`src/rtl/alu_sequencer.sv`:
```
// Initiator-side sequencer for the 32-bit ALU: one op in flight, setup/start/wait
// handshake with a settle mask on done and a timeout, valid/ready on both sides.
module alu_sequencer #(
   parameter int width          = 32,
   parameter int setup_cycles   = 1,
   parameter int start_cycles   = 1,
   parameter int settle_cycles  = 2,
   parameter int timeout_cycles = 256
) (
   input  logic             clock,
   input  logic             reset,
   input  logic             req_valid,
   output logic             req_ready,
   input  logic [width-1:0] req_op1,
   input  logic [width-1:0] req_op2,
   input  logic [1:0]       req_control,
   output logic             rsp_valid,
   input  logic             rsp_ready,
   output logic [width-1:0] rsp_result,
   output logic [width-1:0] rsp_extra,
   output logic [1:0]       rsp_control,
   output logic             rsp_timeout,
   output logic             busy,
   output logic [width-1:0] alu_op1,
   output logic [width-1:0] alu_op2,
   output logic [1:0]       alu_control,
   output logic             alu_enable,
   output logic             alu_start,
   input  logic [width-1:0] alu_result,
   input  logic [width-1:0] alu_extra,
   input  logic             alu_done
);

   typedef enum logic [2:0] {IDLE, SETUP, START, WAIT, RESP} state_t;

   // One shared counter serves every timed state, so size it for the longest.
   localparam int CW = $clog2(timeout_cycles + setup_cycles + start_cycles + 1);
   localparam logic [CW-1:0] ONE        = CW'(1);
   localparam logic [CW-1:0] SETUP_LAST = CW'(setup_cycles - 1);
   localparam logic [CW-1:0] START_LAST = CW'(start_cycles - 1);
   localparam logic [CW-1:0] SETTLE     = CW'(settle_cycles);
   localparam logic [CW-1:0] TO_LAST    = CW'(timeout_cycles - 1);

   state_t        state;
   logic [CW-1:0] cnt;
   logic          done_ok;

   // Done from the previous op may still be high early in WAIT; mask it.
   assign done_ok = (cnt >= SETTLE) && alu_done;

   always_ff @(posedge clock or posedge reset) begin
      if (reset) begin
         state       <= IDLE;
         cnt         <= '0;
         req_ready   <= 1'b1;
         rsp_valid   <= 1'b0;
         rsp_result  <= '0;
         rsp_extra   <= '0;
         rsp_control <= '0;
         rsp_timeout <= 1'b0;
         busy        <= 1'b0;
         alu_op1     <= '0;
         alu_op2     <= '0;
         alu_control <= '0;
         alu_enable  <= 1'b0;
         alu_start   <= 1'b0;
      end else begin
         case (state)
            IDLE: begin
               if (req_valid) begin
                  alu_op1     <= req_op1;
                  alu_op2     <= req_op2;
                  alu_control <= req_control;
                  alu_enable  <= 1'b1;
                  req_ready   <= 1'b0;
                  busy        <= 1'b1;
                  cnt         <= '0;
                  state       <= SETUP;
               end
            end
            SETUP: begin
               if (cnt == SETUP_LAST) begin
                  cnt       <= '0;
                  alu_start <= 1'b1;
                  state     <= START;
               end else begin
                  cnt <= cnt + ONE;
               end
            end
            START: begin
               if (cnt == START_LAST) begin
                  cnt       <= '0;
                  alu_start <= 1'b0;
                  state     <= WAIT;
               end else begin
                  cnt <= cnt + ONE;
               end
            end
            WAIT: begin
               // On timeout the result/extra are captured anyway; rsp_timeout flags them.
               if (done_ok || cnt == TO_LAST) begin
                  rsp_result  <= alu_result;
                  rsp_extra   <= alu_extra;
                  rsp_control <= alu_control;
                  rsp_timeout <= !done_ok;
                  rsp_valid   <= 1'b1;
                  alu_enable  <= 1'b0;
                  cnt         <= '0;
                  state       <= RESP;
               end else begin
                  cnt <= cnt + ONE;
               end
            end
            RESP: begin
               if (rsp_ready) begin
                  rsp_valid <= 1'b0;
                  req_ready <= 1'b1;
                  busy      <= 1'b0;
                  state     <= IDLE;
               end
            end
            default: state <= IDLE;
         endcase
      end
   end

endmodule

```
`config.mk`:
```
export PLATFORM = sky130hd
export DESIGN_NAME = alu_sequencer
export DESIGN_NICKNAME = d
export VERILOG_FILES = /design/src/rtl/alu_sequencer.sv
export SDC_FILE = /design/constraint.sdc
export NUM_CORES = 1
export LEC_CHECK = 0
export CAP_MARGIN = 20
export CORE_AREA = 2 2 186 97
export DETAILED_ROUTE_END_ITERATION = 10
export DIE_AREA = 0 0 188 99
export PLACE_DENSITY = 0.73
export SETUP_SLACK_MARGIN = 0.2
export SLEW_MARGIN = 20
export SYNTH_ARGS = -nofsm -noshare
export SYNTH_HDL_FRONTEND = slang
export SYNTH_SLANG_ARGS = --single-unit
```
`constraint.sdc`:
```
create_clock -name clock -period 5.29 [get_ports clock]
set_input_delay 1.058 -clock clock [delete_from_list [all_inputs] [get_ports clock]]
set_output_delay 1.058 -clock clock [all_outputs]
set_load 0.03 [all_outputs]
```
==> flow_metrics.env, run 1 <==
export IMPL_critPathKind="reg -> reg"
export IMPL_fin_nets=806
export IMPL_place_hpwl_mm=11.3
export IMPL_die_x_um=188
export IMPL_coreArea_um2=17000
export IMPL_leakagePower_nw=3.93
export IMPL_yosys_register_bits=150
export IMPL_critPathRequiredTime_ns=5.58
export IMPL_hold_path_startpoint="rsp_valid"
export IMPL_grt_overflow=0
export IMPL_finalSetupViolCount=0
export IMPL_start_util_pct=34.5
export IMPL_dp_cells=882
export IMPL_r2r_setup_slack_ns=1.97
export IMPL_r2r_end="rsp_extra[9]"
export IMPL_dieArea_um2=18600
export IMPL_cts_clk_slew_worst_paths_ns=0.06
export IMPL_antenna_left=0
export IMPL_crit_slowest_cell="nand2_2"
export IMPL_clock_path_buffers=2
export IMPL_setup_worst_path_end_class="register"
export IMPL_clk_latency_ns=0.41
export IMPL_layout_drive_gt1_share_pct=25.9
export IMPL_fin_area_um2=9390
export IMPL_start_kind="register"
export IMPL_io_buffers=272
export IMPL_p_comb_share_pct=50.3
export IMPL_worstMarginPinSlew_ns=0.923
export IMPL_grt_start_max_net_pins=68
export IMPL_cp_depth=10
export IMPL_cts_sinks=150
export IMPL_postCtsSetupRepairBufs=0
export IMPL_wl_mm=15.1
export IMPL_gp_congestion=0.814
export IMPL_rsz0062_at_grt="no"
export IMPL_area_growth_pct=60.4
export IMPL_layout_min_cycle_time_ns=3.32
export IMPL_seq_power_share_pct=31.2
export IMPL_cts_root_buf="clkbuf_16"
export IMPL_intPower_mw=3.91
export IMPL_finalHoldViolations=0
export IMPL_utilization_pct=55.3
export IMPL_cts_tree="yes"
export IMPL_chipHeight_um=99
export IMPL_crit_path_frequent_cell="ha_1"
export IMPL_route_detailed_drc=0
export IMPL_min_delay_path_class="reg -> reg"
export IMPL_first_iter_violations=104
export IMPL_path_max_fanout=35
export IMPL_cts_repair_resized=0
export IMPL_grt_first_pass_wirelength_mm=24.2
export IMPL_fmax_mhz=301
export IMPL_ir_drop_v=0.000363
export IMPL_switching_share_pct=39.1
export IMPL_insertedDiodeCount=0
export IMPL_syn_nets=528
export IMPL_hold_path_depth=2
export IMPL_cp_startpoint="cnt[1]"
export IMPL_cpPeakStageDelay_ns=0.63
export IMPL_clock_skew_ns=0.0108
export IMPL_grt_pass1_vias=4467
export IMPL_synth_yosys_seq_area_share_pct=64.2
export IMPL_timing_max_cap_violations=0
export IMPL_cp_arrival_ns=3.61
export IMPL_r2r_start="cnt[1]"
export IMPL_fin_setup_tns_ns=0
export IMPL_routed_via_density=4.53
export IMPL_hold_path_end="rsp_valid"
export IMPL_wl_per_cell_um=16.6
export IMPL_dr_total_vias=4132
export IMPL_crit_buf_inv=1
export IMPL_synthesis_area_um2=5850
export IMPL_outcome="complete, no violations"
export IMPL_path_delay_family="simple AND/OR/NAND/NOR gates"
export IMPL_r2r_cells=10
export IMPL_numCtsBuffers=17
export IMPL_power_switching_mw=2.51
export IMPL_hold_buffers=0
export IMPL_power_density_nw_per_um2=684
export IMPL_cts_max_level=4
export IMPL_first_pass_iters=4
export IMPL_synth_area_per_cell_um2=15.0
export IMPL_finalCritPeriodShare_pct=62.8
export IMPL_yosysUniqueCellTypes=32
export IMPL_num_rows=34
export IMPL_netlist_instances=389
export IMPL_layoutNonFillerInstCount=913
export IMPL_path_cells="ha_1 > nand3_1 > nor2_1 > and3_1 > ha_1 > nor3_1 > a31oi_1 > nand2_2 > buf_4 > mux2_2"
export IMPL_p_clk_share_pct=18.5
export IMPL_timing_slew_headroom_pct=38.3
export IMPL_yosys_warnings=0
export IMPL_grt_usage_pct=16.7
export IMPL_place_area_um2=8810
export IMPL_drv_slew=0
export IMPL_io_pins=273
export IMPL_antenna_found_initial=0
## metrics by stage
step | power, mW | worst slack [ns] | hold WS (ns)
after floorplan | 3.89 | 2.34 | 0.517
after global placement | 5.20 | 1.91 | 0.476
after detailed placement | 5.28 | 1.87 | 0.487
after CTS | 6.50 | 1.96 | 0.499
after global routing | 6.75 | 1.69 | 0.513
final | 6.42 | 1.97 | 0.495
## worst min-delay path, cell delays in order, from the launching register on
cell and delay, ns:
dfrtp_1 0.34, o31ai_1 0.07, nand2_1 0.05
## Yosys cell counts (all sizes together)
cell / number / share of area, %
a21o: 1 / 0.13
a21oi: 5 / 0.43
a22oi: 1 / 0.13
a2bb2oi: 1 / 0.15
a31oi: 2 / 0.21
and2: 1 / 0.11
and3: 1 / 0.11
buf: 18 / 1.9
dfrtp: 149 / 64
dfstp: 1 / 0.45
ha: 4 / 0.86
inv: 6 / 0.38
mux2: 132 / 25
mux2i: 1 / 0.17
nand2: 14 / 0.90
nand2b: 1 / 0.11
nand3: 5 / 0.43
nand3b: 1 / 0.13
nor2: 14 / 0.94
nor3: 5 / 0.43
nor3b: 1 / 0.13
nor4: 1 / 0.36
o21a: 1 / 0.13
o21ai: 12 / 1.0
o22ai: 2 / 0.21
o31ai: 1 / 0.13
or2: 3 / 0.32
or3: 3 / 0.32
xnor2: 2 / 0.30
## cell type report
class | count | area [µm²]
Multi-Input combinational cell | 215 | 1970
Timing Repair Buffer | 277 | 2760
Tap cell | 234 | 293
Fill cell | 1350 | 7580
Clock inverter | 11 | 126
Clock buffer | 20 | 457
Inverter | 6 | 26.3
Sequential cell | 150 | 3750
## registers in the layout, indices dropped and copies added, names as in the netlist
register and cells:
rsp_extra 32, rsp_control 2, rsp_timeout 1, alu_enable 1, busy 1, rsp_valid 1, req_ready 1, alu_control 2
rsp_result 32, state 3, alu_start 1, alu_op2 32, cnt 9, alu_op1 32
## layer usage
metal,vias up,part of all wire [%],track usage (%)
met4,0,0.90,5.03
li1,1916,-,-
met5,-,0,0
met1,2035,43,20.9
met2,169,46,26.2
met3,12,10,7.48
## power groups by stage
stage	sequential, mW	clock [mW]	combinational, mW
2_1_floorplan	3.00	0	0.891
3_3_place_gp	1.99	0	3.21
3_5_place_dp	2.02	0	3.26
4_1_cts	2.01	1.22	3.27
5_1_grt	2.08	1.28	3.39
6_report	2.00	1.19	3.23
## worst max path at each step
stage | slack (ns) | endpoint
finish | 1.97 | rsp_extra[9]
global route | 1.69 | rsp_result[28]
CTS | 1.96 | rsp_result[28]
detailed placement | 1.87 | rsp_result[28]
global placement | 1.91 | rsp_result[13]
floorplan | 2.34 | alu_control[0]
## cells by family (layout without fill, tap and decap cells)
kind of cell	after synthesis	after routing	synth area share, %
DFF	150	150	64.2
muxes	133	133	25.6
and+or+nand+nor	50	50	4.28
AOI/OAI and AO/OA	26	26	2.54
buffers and inverters	24	314	2.31
adders and majority gates	4	4	0.855
xor gates and xnor gates	2	2	0.299
## layout by cell type (no fill, tap or decap), types with 2 or more instances in the layout
cell and instances:
ha_1 4, clkinv_2 2, clkbuf_16 17, a31oi_1 2, nor3_1 5, nor2_1 12, mux2_2 132, clkbuf_8 2
o21ai_0 12, o22ai_1 2, xnor2_1 2, clkinvlp_4 5, clkinv_4 2, buf_4 5, a21oi_1 5, or3_1 3
clkdlybuf4s50_1 272, bufinv_16 2, nand3_1 5, dfrtp_1 149, or2_2 3, inv_1 5, nand2_1 13
No activity file was read; power rests on OpenSTA's default activity.
==> run 2: changes to the inputs <==
==> constraint.sdc (replaced) <==
create_clock -name clock -period 2.7 [get_ports clock]
set_input_delay 0.54 -clock clock [delete_from_list [all_inputs] [get_ports clock]]
set_output_delay 0.54 -clock clock [all_outputs]
set_load 0.03 [all_outputs]
==> flow_metrics.env, run 2 (synthesis results as in run 1) <==
export IMPL_dr_total_vias=4191
export IMPL_route_detailed_drc=0
export IMPL_wl_mm=15.4
export IMPL_routed_via_density=4.56
export IMPL_leakagePower_nw=3.99
export IMPL_grt_overflow=0
export IMPL_grt_pass1_vias=4565
export IMPL_num_rows=34
export IMPL_coreArea_um2=17000
export IMPL_antenna_left=0
export IMPL_clock_skew_ns=0.00856
export IMPL_pre_cts_slack_ns=0.186
export IMPL_wl_per_cell_um=16.8
export IMPL_utilization_pct=56.2
export IMPL_first_iter_violations=88
export IMPL_start_util_pct=34.5
export IMPL_cts_root_buf="clkbuf_16"
export IMPL_min_delay_path_class="reg -> reg"
export IMPL_fin_nets=812
export IMPL_finalHoldViolations=0
export IMPL_dieArea_um2=18600
export IMPL_cts_sinks=150
export IMPL_start_kind="register"
export IMPL_critPathKind="reg -> reg"
export IMPL_hold_path_startpoint="rsp_result[3]"
export IMPL_insertedDiodeCount=0
export IMPL_fmax_mhz=418
export IMPL_final_common_cell="clkdlybuf4s50_1"
export IMPL_grt_usage_pct=16.6
export IMPL_io_buffers=272
export IMPL_path_max_fanout=9
export IMPL_rsz0062_at_grt="no"
export IMPL_crit_path_frequent_cell="ha_2"
export IMPL_ir_drop_v=0.000819
export IMPL_fin_setup_tns_ns=0
export IMPL_cpPeakStageDelay_ns=0.44
export IMPL_critPathRequiredTime_ns=3.02
export IMPL_crit_slowest_cell="dfrtp_2"
export IMPL_power_mw=12.7
export IMPL_timing_slew_headroom_pct=51.7
export IMPL_setup_worst_path_end_class="register"
export IMPL_layout_drive_gt1_share_pct=27.8
export IMPL_cts_tree="yes"
export IMPL_cp_startpoint="cnt[1]"
export IMPL_finalSetupViolCount=0
export IMPL_layout_common_cells="clkdlybuf4s50_1, dfrtp_1, mux2_2"
export IMPL_first_pass_iters=4
export IMPL_r2r_start="cnt[1]"
export IMPL_area_growth_pct=62.9
export IMPL_layout_min_cycle_time_ns=2.39
export IMPL_power_density_nw_per_um2=1340
export IMPL_gp_congestion=0.812
export IMPL_grt_start_max_net_pins=94
export IMPL_worstMarginPinSlew_ns=0.724
export IMPL_place_hpwl_mm=11.2
export IMPL_path_cells="ha_2 > nand3_2 > nor2_2 > and3_1 > ha_2 > nor3_4 > a31oi_4 > a2bb2oi_2 > buf_4 > or3_1 > o21ai_0"
export IMPL_hold_buffers=0
export IMPL_die_x_um=188
export IMPL_cp_arrival_ns=2.71
export IMPL_chipHeight_um=99
export IMPL_layout_setup_ws_ns=0.310
export IMPL_clk_latency_ns=0.41
export IMPL_numCtsBuffers=17
export IMPL_io_pins=273
export IMPL_timing_max_cap_violations=0
export IMPL_grt_first_pass_wirelength_mm=23.9
export IMPL_cts_max_level=4
export IMPL_clock_path_buffers=2
export IMPL_finalCritPeriodShare_pct=88.5
export IMPL_antenna_found_initial=0
export IMPL_cts_clk_slew_worst_paths_ns=0.06
export IMPL_outcome="complete, no violations"
export IMPL_drv_slew=0
-- run 2: power by group --
part | internal [mW] | switching [mW] | total (mW)
sequential | 3.32 | 0.608 | 3.93
clock | 1.34 | 0.937 | 2.28
combinational | 3.08 | 3.45 | 6.53
-- run 2: final timing paths --
kind | endpoint | slack (ns) | cells after the start
min | rsp_result[3] | 0.50 | 1
min reg2reg | rsp_result[3] | 0.50 | 1
max reg2reg | cnt[3] | 0.31 | 11
max in group asynchronous | alu_op1[29] | 1.45 | 3
min in group asynchronous | busy | 0.63 | 3
max | cnt[3] | 0.31 | 11
-- run 2: critical path, delay by kind of cell (launching register included) --
kind                     cells  cell delay, ns
flip-flops                   1            0.44
adder cells (fa/ha/maj)      2            0.41
AND/OR/NAND/NOR              5            0.89
buffers and inverters        1            0.17
AO/OA/AOI/OAI                3            0.42
-- run 2: what timing repair did --
item | in CTS | in global routing
gates resized for setup | 1 | 12
endpoints found under the setup margin | 26 | 73
gates cloned | 0 | 1
hold endpoints to repair | 0 | 0
pin swaps | 1 | 2
buffers inserted | 0 | 3
-- run 2: layout make-up --
type,count,area (µm²)
Fill cell,1374,7440
Sequential cell,150,3760
Timing Repair Buffer,283,2870
Multi-Input combinational cell,215,2020
Clock buffer,21,470
Tap cell,234,293
Clock inverter,11,100
Inverter,6,26.3
-- run 2: stage by stage --
stage	instance area, µm²	hold WS [ns]	instances
floorplan	5860	0.517	389
global placement	8860	0.479	884
detailed placement	8860	0.495	884
CTS	9430	0.509	916
global route	9540	0.515	920
finish	9540	0.503	920
-- run 2: layer usage --
metal / track usage (%) / share of wire [%] / up-vias
met2: 27.6 / 48 / 181
met5: 0 / 0 / -
li1: - / - / 1929
met4: 4.24 / 0.73 / 0
met1: 19.6 / 42 / 2070
met3: 7.80 / 9.3 / 11
==> run 3: changes to the inputs <==
--- a/config.mk
+++ b/config.mk
@@ -7,6 +7,7 @@
 export LEC_CHECK = 0
 export CAP_MARGIN = 20
 export CORE_AREA = 2 2 186 97
+export CTS_BUF_LIST = sky130_fd_sc_hd__clkbuf_8
 export DETAILED_ROUTE_END_ITERATION = 10
 export DIE_AREA = 0 0 188 99
 export PLACE_DENSITY = 0.73
==> flow_metrics.env, run 3 (synthesis results as in run 1) <==
export IMPL_outcome="complete, no violations"
export IMPL_dieArea_um2=18600
export IMPL_route_detailed_drc=0
export IMPL_timing_slew_headroom_pct=51.8
export IMPL_path_max_fanout=9
export IMPL_numCtsBuffers=17
export IMPL_coreArea_um2=17000
export IMPL_antenna_found_initial=0
export IMPL_layout_setup_ws_ns=0.297
export IMPL_layout_common_cells="clkdlybuf4s50_1, dfrtp_1, mux2_2"
export IMPL_clock_skew_ns=0.0109
export IMPL_worstMarginPinSlew_ns=0.723
export IMPL_finalCritPeriodShare_pct=89.0
export IMPL_setup_worst_path_end_class="register"
export IMPL_wl_mm=15.5
export IMPL_hold_path_depth=1
export IMPL_layout_area_seq_um2=3760
export IMPL_first_pass_iters=4
export IMPL_cp_arrival_ns=2.74
export IMPL_first_iter_violations=98
export IMPL_cpPeakStageDelay_ns=0.42
export IMPL_num_rows=34
export IMPL_finalSetupViolCount=0
export IMPL_multi_input_area_um2=2020
export IMPL_cts_root_buf="clkbuf_8"
export IMPL_rsz0062_at_grt="no"
export IMPL_finalHoldViolations=0
export IMPL_pre_cts_slack_ns=0.186
export IMPL_start_kind="register"
export IMPL_grt_start_max_net_pins=94
export IMPL_whs_ns=0.506
export IMPL_power_density_nw_per_um2=1300
export IMPL_leakagePower_nw=3.92
export IMPL_crit_slowest_cell="dfrtp_1"
export IMPL_grt_first_pass_wirelength_mm=23.8
export IMPL_timing_max_cap_violations=0
export IMPL_fin_nets=814
export IMPL_antenna_left=0
export IMPL_hold_buffers=0
export IMPL_io_pins=273
export IMPL_grt_pass1_vias=4559
export IMPL_r2r_cells=11
export IMPL_die_x_um=188
export IMPL_gp_congestion=0.812
export IMPL_fillCellCount=1389
export IMPL_min_delay_path_class="reg -> reg"
export IMPL_clock_path_buffers=2
export IMPL_routed_via_density=4.56
export IMPL_path_cells="ha_2 > nand3_2 > nor2_2 > and3_1 > ha_2 > nor3_4 > a31oi_4 > a2bb2oi_2 > buf_4 > or3_1 > o21ai_0"
export IMPL_final_common_cell="clkdlybuf4s50_1"
export IMPL_insertedDiodeCount=0
export IMPL_grt_overflow=0
export IMPL_cts_sinks=150
export IMPL_cts_clk_slew_worst_paths_ns=0.08
export IMPL_drv_slew=0
export IMPL_cts_max_level=4
export IMPL_clk_latency_ns=0.43
export IMPL_cts_tree="yes"
export IMPL_dr_total_vias=4207
export IMPL_area_growth_pct=59.9
export IMPL_start_util_pct=34.5
export IMPL_place_hpwl_mm=11.2
export IMPL_grt_usage_pct=16.6
export IMPL_layout_drive_gt1_share_pct=28.1
export IMPL_critPathKind="reg -> reg"
export IMPL_critPathRequiredTime_ns=3.04
export IMPL_io_buffers=272
export IMPL_fin_setup_tns_ns=0
export IMPL_fmax_mhz=416
export IMPL_ir_drop_v=0.000724
export IMPL_chipHeight_um=99
export IMPL_crit_path_frequent_cell="ha_2"
export IMPL_utilization_pct=55.1
export IMPL_layout_min_cycle_time_ns=2.40
export IMPL_wl_per_cell_um=16.8
run 3: repair_timing:
action / in CTS / in global routing
setup buffers: 0 / 5
pin swaps: 1 / 2
cloned: 0 / 1
endpoints found under the hold margin: 0 / 0
setup endpoints to repair: 26 / 73
gates resized for setup: 1 / 12
run 3: worst max-delay path, delay by kind of cell, from the launching register on:
kind	cells	cell delay [ns]
adders and majority gates	2	0.42
and+or+nand+nor	5	0.89
buffers and inverters	1	0.17
DFF	1	0.42
AOI/OAI and AO/OA	3	0.42
run 3: report_power, final:
group	internal [mW]	leakage (nW)	total [mW]	switching (mW)
Sequential	3.31	1.81	3.91	0.603
Combinational	3.09	1.92	6.55	3.46
Clock	0.799	0.184	1.66	0.866
run 3: worst paths after layout:
path	slack [ns]	startpoint	to
min reg2reg	0.51	alu_op2[16]	alu_op2[16]
min in group asynchronous	0.60	reset	busy
min	0.51	alu_op2[16]	alu_op2[16]
max in group asynchronous	1.48	reset	alu_op2[8]
max	0.30	cnt[0]	cnt[3]
max reg2reg	0.30	cnt[0]	cnt[3]
run 3: layer usage:
metal | vias up | part of all wire [%] | track usage (%) | routed length [µm]
met3 | 17 | 9.2 | 7.41 | 1420
met5 | - | 0 | 0 | 0
met2 | 179 | 48 | 27.5 | 7420
met1 | 2077 | 42 | 19.5 | 6520
li1 | 1934 | - | - | -
met4 | 0 | 1.1 | 4.97 | 163
run 3: final cells by class:
| type | count | area share [%] |
|---|---|---|
| flip-flops and latches | 150 | 40.1 |
| repair buffers | 285 | 30.8 |
| multi-input cells | 215 | 21.6 |
| well taps | 234 | 3.13 |
| clock buffers | 20 | 2.94 |
| clock inverters | 12 | 1.11 |
| inverters | 6 | 0.281 |
run 3: metrics by stage:
step	total power [mW]	std cells	area [µm²]
6_report	12.1	922	9360
5_1_grt	12.8	922	9360
4_1_cts	12.1	916	9240
3_5_place_dp	10.4	884	8860
3_3_place_gp	10.2	884	8860
2_1_floorplan	7.62	389	5860
